[src/rtl/alu_ctrl_arbiter_if.sv]
// rtl/alu_ctrl_arbiter_if.sv - request/response/unit bus of the two-requester ALU arbiter
// Ports: none (signal bundle only).
//   master modport: requesters, response consumer and ALU units (drive req*, rsp_ready, unit_*).
//   slave modport : the arbiter (drives req*_ready, alu_*, enables, unit_fun, rsp_*, busy).
interface alu_ctrl_arbiter_if #(
  parameter int DATA_WIDTH = 16
);
  logic                  req0_valid;
  logic                  req0_ready;
  logic [DATA_WIDTH-1:0] req0_a;
  logic [DATA_WIDTH-1:0] req0_b;
  logic [3:0]            req0_fun;

  logic                  req1_valid;
  logic                  req1_ready;
  logic [DATA_WIDTH-1:0] req1_a;
  logic [DATA_WIDTH-1:0] req1_b;
  logic [3:0]            req1_fun;

  logic [DATA_WIDTH-1:0] alu_a;
  logic [DATA_WIDTH-1:0] alu_b;
  logic                  arith_en;
  logic                  logic_en;
  logic                  cmp_en;
  logic                  shift_en;
  logic [1:0]            unit_fun;
  logic [DATA_WIDTH-1:0] unit_out;
  logic                  unit_flag;

  logic                  rsp_valid;
  logic                  rsp_ready;
  logic                  rsp_id;
  logic [DATA_WIDTH-1:0] rsp_data;
  logic                  rsp_flag;

  logic                  busy;

  modport master (
    output req0_valid, req0_a, req0_b, req0_fun,
    output req1_valid, req1_a, req1_b, req1_fun,
    input  req0_ready, req1_ready,
    input  alu_a, alu_b, arith_en, logic_en, cmp_en, shift_en, unit_fun,
    output unit_out, unit_flag,
    input  rsp_valid, rsp_id, rsp_data, rsp_flag,
    output rsp_ready,
    input  busy
  );

  modport slave (
    input  req0_valid, req0_a, req0_b, req0_fun,
    input  req1_valid, req1_a, req1_b, req1_fun,
    output req0_ready, req1_ready,
    output alu_a, alu_b, arith_en, logic_en, cmp_en, shift_en, unit_fun,
    input  unit_out, unit_flag,
    output rsp_valid, rsp_id, rsp_data, rsp_flag,
    input  rsp_ready,
    output busy
  );
endinterface

[src/rtl/alu_ctrl_arbiter.sv]
// rtl/alu_ctrl_arbiter.sv - round-robin arbiter issuing one op at a time to registered ALU units
// Ports:
//   clk - rising-edge clock
//   rst - asynchronous active-high reset
//   bus - alu_ctrl_arbiter_if.slave: two requesters (valid/ready, a, b, fun), ALU unit
//         drive (alu_a/alu_b, one-hot enables, unit_fun) and return (unit_out/unit_flag),
//         response channel (rsp_valid/ready, rsp_id/data/flag), busy.
module alu_ctrl_arbiter #(
  parameter int DATA_WIDTH = 16
) (
  input logic               clk,
  input logic               rst,
  alu_ctrl_arbiter_if.slave bus
);

  typedef enum logic [1:0] {IDLE, ISSUE, WAIT, RESP} state_t;

  state_t                state;
  logic                  last_grant;
  logic                  op_id;

  logic [DATA_WIDTH-1:0] alu_a_q;
  logic [DATA_WIDTH-1:0] alu_b_q;
  logic [1:0]            unit_fun_q;
  logic [3:0]            en_q;        // bit0 arith, bit1 logic, bit2 cmp, bit3 shift
  logic                  rsp_valid_q;
  logic                  rsp_id_q;
  logic [DATA_WIDTH-1:0] rsp_data_q;
  logic                  rsp_flag_q;

  logic                  grant_valid;
  logic                  grant_id;
  logic [DATA_WIDTH-1:0] sel_a;
  logic [DATA_WIDTH-1:0] sel_b;
  logic [3:0]            sel_fun;

  // Grant is combinational and only offered in IDLE; it is masked while rst is high
  // so every output reads 0 during reset even if requesters hold valid.
  always_comb begin
    grant_valid = 1'b0;
    grant_id    = 1'b0;
    if (state == IDLE && !rst) begin
      if (bus.req0_valid && bus.req1_valid) begin
        grant_valid = 1'b1;
        grant_id    = ~last_grant;
      end else if (bus.req0_valid) begin
        grant_valid = 1'b1;
        grant_id    = 1'b0;
      end else if (bus.req1_valid) begin
        grant_valid = 1'b1;
        grant_id    = 1'b1;
      end
    end
  end

  assign sel_a   = grant_id ? bus.req1_a   : bus.req0_a;
  assign sel_b   = grant_id ? bus.req1_b   : bus.req0_b;
  assign sel_fun = grant_id ? bus.req1_fun : bus.req0_fun;

  assign bus.req0_ready = grant_valid && !grant_id;
  assign bus.req1_ready = grant_valid &&  grant_id;

  always_ff @(posedge clk or posedge rst) begin
    if (rst) begin
      state       <= IDLE;
      last_grant  <= 1'b1;
      op_id       <= 1'b0;
      alu_a_q     <= '0;
      alu_b_q     <= '0;
      unit_fun_q  <= 2'b00;
      en_q        <= 4'b0000;
      rsp_valid_q <= 1'b0;
      rsp_id_q    <= 1'b0;
      rsp_data_q  <= '0;
      rsp_flag_q  <= 1'b0;
    end else begin
      case (state)
        IDLE: begin
          if (grant_valid) begin
            // The ISSUE-cycle drive registers double as the operand latch, so later
            // requester changes cannot reach the in-flight operation.
            op_id      <= grant_id;
            last_grant <= grant_id;
            alu_a_q    <= sel_a;
            alu_b_q    <= sel_b;
            unit_fun_q <= sel_fun[1:0];
            en_q       <= 4'b0001 << sel_fun[3:2];
            state      <= ISSUE;
          end
        end
        ISSUE: begin
          alu_a_q    <= '0;
          alu_b_q    <= '0;
          unit_fun_q <= 2'b00;
          en_q       <= 4'b0000;
          state      <= WAIT;
        end
        WAIT: begin
          // Units register their result at the end of ISSUE; it is visible here.
          rsp_data_q  <= bus.unit_out;
          rsp_flag_q  <= bus.unit_flag;
          rsp_id_q    <= op_id;
          rsp_valid_q <= 1'b1;
          state       <= RESP;
        end
        RESP: begin
          if (bus.rsp_ready) begin
            rsp_valid_q <= 1'b0;
            rsp_id_q    <= 1'b0;
            rsp_data_q  <= '0;
            rsp_flag_q  <= 1'b0;
            state       <= IDLE;
          end
        end
        default: state <= IDLE;
      endcase
    end
  end

  assign bus.alu_a     = alu_a_q;
  assign bus.alu_b     = alu_b_q;
  assign bus.unit_fun  = unit_fun_q;
  assign bus.arith_en  = en_q[0];
  assign bus.logic_en  = en_q[1];
  assign bus.cmp_en    = en_q[2];
  assign bus.shift_en  = en_q[3];
  assign bus.rsp_valid = rsp_valid_q;
  assign bus.rsp_id    = rsp_id_q;
  assign bus.rsp_data  = rsp_data_q;
  assign bus.rsp_flag  = rsp_flag_q;
  assign bus.busy      = (state != IDLE);

endmodule
[src/flat_wrapper.sv]
// flat-port wrapper written by rule: the top's interface ports become plain ports
module alu_ctrl_arbiter_flat 
#(
  parameter int DATA_WIDTH = 16
)
  (clk, rst, bus_req0_valid, bus_req0_a, bus_req0_b, bus_req0_fun, bus_req1_valid, bus_req1_a, bus_req1_b, bus_req1_fun, bus_req0_ready, bus_req1_ready, bus_alu_a, bus_alu_b, bus_arith_en, bus_logic_en, bus_cmp_en, bus_shift_en, bus_unit_fun, bus_unit_out, bus_unit_flag, bus_rsp_valid, bus_rsp_id, bus_rsp_data, bus_rsp_flag, bus_rsp_ready, bus_busy);
  alu_ctrl_arbiter_if #(.DATA_WIDTH(DATA_WIDTH)) bus_i ();
  input logic clk;
  input logic rst;
  input wire logic [$bits(bus_i.req0_valid)-1:0] bus_req0_valid;
  input wire logic [$bits(bus_i.req0_a)-1:0] bus_req0_a;
  input wire logic [$bits(bus_i.req0_b)-1:0] bus_req0_b;
  input wire logic [$bits(bus_i.req0_fun)-1:0] bus_req0_fun;
  input wire logic [$bits(bus_i.req1_valid)-1:0] bus_req1_valid;
  input wire logic [$bits(bus_i.req1_a)-1:0] bus_req1_a;
  input wire logic [$bits(bus_i.req1_b)-1:0] bus_req1_b;
  input wire logic [$bits(bus_i.req1_fun)-1:0] bus_req1_fun;
  output wire logic [$bits(bus_i.req0_ready)-1:0] bus_req0_ready;
  output wire logic [$bits(bus_i.req1_ready)-1:0] bus_req1_ready;
  output wire logic [$bits(bus_i.alu_a)-1:0] bus_alu_a;
  output wire logic [$bits(bus_i.alu_b)-1:0] bus_alu_b;
  output wire logic [$bits(bus_i.arith_en)-1:0] bus_arith_en;
  output wire logic [$bits(bus_i.logic_en)-1:0] bus_logic_en;
  output wire logic [$bits(bus_i.cmp_en)-1:0] bus_cmp_en;
  output wire logic [$bits(bus_i.shift_en)-1:0] bus_shift_en;
  output wire logic [$bits(bus_i.unit_fun)-1:0] bus_unit_fun;
  input wire logic [$bits(bus_i.unit_out)-1:0] bus_unit_out;
  input wire logic [$bits(bus_i.unit_flag)-1:0] bus_unit_flag;
  output wire logic [$bits(bus_i.rsp_valid)-1:0] bus_rsp_valid;
  output wire logic [$bits(bus_i.rsp_id)-1:0] bus_rsp_id;
  output wire logic [$bits(bus_i.rsp_data)-1:0] bus_rsp_data;
  output wire logic [$bits(bus_i.rsp_flag)-1:0] bus_rsp_flag;
  input wire logic [$bits(bus_i.rsp_ready)-1:0] bus_rsp_ready;
  output wire logic [$bits(bus_i.busy)-1:0] bus_busy;
  assign bus_i.req0_valid = bus_req0_valid;
  assign bus_i.req0_a = bus_req0_a;
  assign bus_i.req0_b = bus_req0_b;
  assign bus_i.req0_fun = bus_req0_fun;
  assign bus_i.req1_valid = bus_req1_valid;
  assign bus_i.req1_a = bus_req1_a;
  assign bus_i.req1_b = bus_req1_b;
  assign bus_i.req1_fun = bus_req1_fun;
  assign bus_req0_ready = bus_i.req0_ready;
  assign bus_req1_ready = bus_i.req1_ready;
  assign bus_alu_a = bus_i.alu_a;
  assign bus_alu_b = bus_i.alu_b;
  assign bus_arith_en = bus_i.arith_en;
  assign bus_logic_en = bus_i.logic_en;
  assign bus_cmp_en = bus_i.cmp_en;
  assign bus_shift_en = bus_i.shift_en;
  assign bus_unit_fun = bus_i.unit_fun;
  assign bus_i.unit_out = bus_unit_out;
  assign bus_i.unit_flag = bus_unit_flag;
  assign bus_rsp_valid = bus_i.rsp_valid;
  assign bus_rsp_id = bus_i.rsp_id;
  assign bus_rsp_data = bus_i.rsp_data;
  assign bus_rsp_flag = bus_i.rsp_flag;
  assign bus_i.rsp_ready = bus_rsp_ready;
  assign bus_busy = bus_i.busy;
  alu_ctrl_arbiter #(.DATA_WIDTH(DATA_WIDTH)) u_core (.clk(clk), .rst(rst), .bus(bus_i));
endmodule
[config.mk]
export PLATFORM = sky130hd
export DESIGN_NAME = alu_ctrl_arbiter_flat
export DESIGN_NICKNAME = d
export VERILOG_FILES = /design/src/rtl/alu_ctrl_arbiter_if.sv /design/src/rtl/alu_ctrl_arbiter.sv /design/src/flat_wrapper.sv
export SDC_FILE = /design/constraint.sdc
export NUM_CORES = 1
export LEC_CHECK = 0
export ABC_AREA = 1
export BUFFER_PORTS_ARGS = -buffer_cell sky130_fd_sc_hd__buf_2
export CAP_MARGIN = 10
export CORE_ASPECT_RATIO = 0.8
export CORE_UTILIZATION = 35
export DETAILED_ROUTE_END_ITERATION = 10
export PLACE_DENSITY = 0.67
export SYNTH_ARGS = -nofsm -noshare
export SYNTH_HDL_FRONTEND = slang
export SYNTH_SLANG_ARGS = --single-unit
[constraint.sdc]
create_clock -name clk -period 3.05 [get_ports clk]
set_input_delay 0.61 -clock clk [delete_from_list [all_inputs] [get_ports clk]]
set_output_delay 0.61 -clock clk [all_outputs]
set_load 0.02 [all_outputs]
==> reports/qor.txt <==
Status - finished clean
Post-CTS setup buffers - 0
CP Capture Type - primary output
Reg clk slew, reported paths - 70 ps
Max VDD drop - 0.405 mV
Max frequency - 408 MHz
GP Congestion - 0.804
Post-layout net count - 656
Die H - 85.3 um
Unrepaired setup endpoints after global routing - no
Die X - 106 um
Via density - 4.55
Period Utilization, post-route - 80.3%
Core Region - 8160 um2
P_leak - 2.48 nW
Slew Viols, Final - 0
Hold slack - 476 ps
Clock Latency Late Sink - 350 ps
Total Routing Usage GR - 18.6%
Critical path fanouts, max - 4
DRT Pass-1 Iters - 4
Final ANT Viol Nets - 0
Final wirelength - 7.99 mm
GRT overflow - 0
Setup total negative slack - 0 ps
Synth Register Bits - 61
Pwr Total - 3.70 mW
Vias in the first global route - 2915
Reg2reg start - u_core.state[0]
Hold Path Class - register to register
Number of max-cap violations - 0
Largest cells by area after synthesis - dfrtp_1, nand2_1, inv_1
Most frequent cells in the layout - buf_2, nand2_1, dfrtp_1
Synth Area in Adders - 2.06%
Pre-CTS setup slack - 921 ps
Tightest Pin Transition - 771 ps
# setup viols final - 0
CP Launch Type - register
Net Count, Synth - 507
Crit path DAT - 1840 ps
Fillcell total - 808
Share of layout cells above drive strength 1 - 32.7%
Largest family of logic cells by synthesized area - simple AND/OR/NAND/NOR gates
Cts bufs inserted - 9
Compound-Gate Fraction of Synth Area - 10.1%
Die area - 9040 um2
Mux share of post-synthesis cell area - 0%
Fin worst setup slack - 600 ps
Synth Warn # - 0
Final hold vios - 0
I/O Buffers - 153
Via Count - 3047
CTS tree - built
Minimum clock period - 2450 ps
Commonest non-fill, non-tap cell in the layout - buf_2
Root buf cell - clkbuf_8
Netlist Area Pre-Place - 3030 um2
Seq/Total Area, Yosys - 50.4%
# hold bufs at CTS - 0
Wire length per cell - 11.9 um
CTS sink count - 61
Synth Instances - 408
Layout area overhead - 36.1%
Crit path from - u_core.state[0]
WP data required - 2440 ps
Cell taking the most area after synthesis - dfrtp_1
Area share of the largest cell type after synthesis - 49.5%
Slew HR - 48.6%
Hpwl dp - 5.58 mm
Max Root-Sink Buffers - 2
Post_cts resized - 0
Finished Core Util - 50.6%
DRC violations left - 0
PwrDens - 897 nW/um2
I/O pins - 154
Initial Utilization - 37.1%
Initial antenna violation count - 0
Largest net degree at the start of global routing - 73
Unique masters post-synth - 23
Post-synthesis simple-gate area fraction - 28.3%
CP Class - register to primary output
Hold path start - u_core.en_q[2]
DRT iter0 DRCs - 165
Post-Synth XOR/XNOR Area - 0%
Avg Cell Area, Syn - 7.43 um2
CTS HTree Levels - 3
Setup Skew - 5.19 ps
First-pass GRT wire length - 13.3 mm
Diode count - 0
Standard-cell rows - 29
## layout make-up
type                       instances  area (um2)  share of cell area, %
timing repair buffer             160         831                   20.1
sequential                        61        1530                   37.0
clock inverter                     4        70.1                   1.70
multi-input combinational        280        1240                   30.0
clock buffer                      12         155                   3.76
inverter                          45         173                   4.18
tap                              108         135                   3.27
## path summary, 6_finish.rpt
path                                                to  slack, ps  cells after the start
worst max-delay path                    bus_req0_ready        600                      7
worst min-delay path                    u_core.en_q[2]        480                      2
worst max register to register    u_core.bus.alu_b[13]        960                      9
worst min register to register          u_core.en_q[2]        480                      2
max in group asynchronous         u_core.bus.alu_b[13]       2010                      3
min in group asynchronous       u_core.bus.rsp_data[2]        550                      3
## per-layer routing
metal | wire length (um) | share of wire (%) | track usage [%]
met4 | 104 | 1.3 | 6.44
met5 | 0 | 0 | 0
met3 | 411 | 5.1 | 4.45
met1 | 3760 | 47 | 23.5
met2 | 3710 | 46 | 31.1
## synth_stat cells
library cell and n:
ha_1 5, buf_2 7, nand3_2 1, o21ai_0 23, buf_1 2, buf_6 2, o21bai_1 2, nor2_4 1
or2_2 1, nand3_1 21, buf_4 1, nor2_2 1, nand4_1 2, nor2_1 40, a21oi_1 2, o22ai_1 1
dfrtp_1 60, dfstp_2 1, clkbuf_1 10, inv_2 2, inv_1 43, nand2_1 148, o21ai_1 32
## metrics by stage
stage               std cells  area, um2
detailed placement        654       3900
finish                    670       4130
CTS                       670       4130
floorplan                 408       3040
global route              670       4130
global placement          654       3900
## cell families (layout without fill, tap and decap cells)
kind of cell | after synthesis | in the layout
adder cells (fa/ha/maj) | 5 | 5
buffers and inverters | 67 | 221
flip-flops | 61 | 61
AO/OA/AOI/OAI | 60 | 60
AND/OR/NAND/NOR | 215 | 215
## worst max-delay path, cell delays in order (launching register included)
cell,delay [ps]
dfrtp_1,410
inv_1,120
ha_1,210
nand2_1,130
nor2_2,240
inv_2,110
nor2_1,100
buf_2,170
## report_power, final
group	switching, mW	internal (mW)	leakage, nW	total (mW)
registers	0.143	1.10	0.798	1.24
clock network	0.318	0.502	0.116	0.820
logic	1.11	0.536	1.57	1.64
total	1.57	2.13	2.48	3.70
## sequential cells by signal (all words and copies together) (netlist names)
name,flops
u_core.bus.alu_a,16
u_core.bus.alu_b,16
u_core.bus.rsp_data,16
u_core.en_q,4
u_core.bus.unit_fun,2
u_core.state,2
u_core.bus.rsp_flag,1
u_core.bus.rsp_id,1
u_core.bus.rsp_valid,1
u_core.last_grant,1
u_core.op_id,1
(Power assumes the default switching activity.)
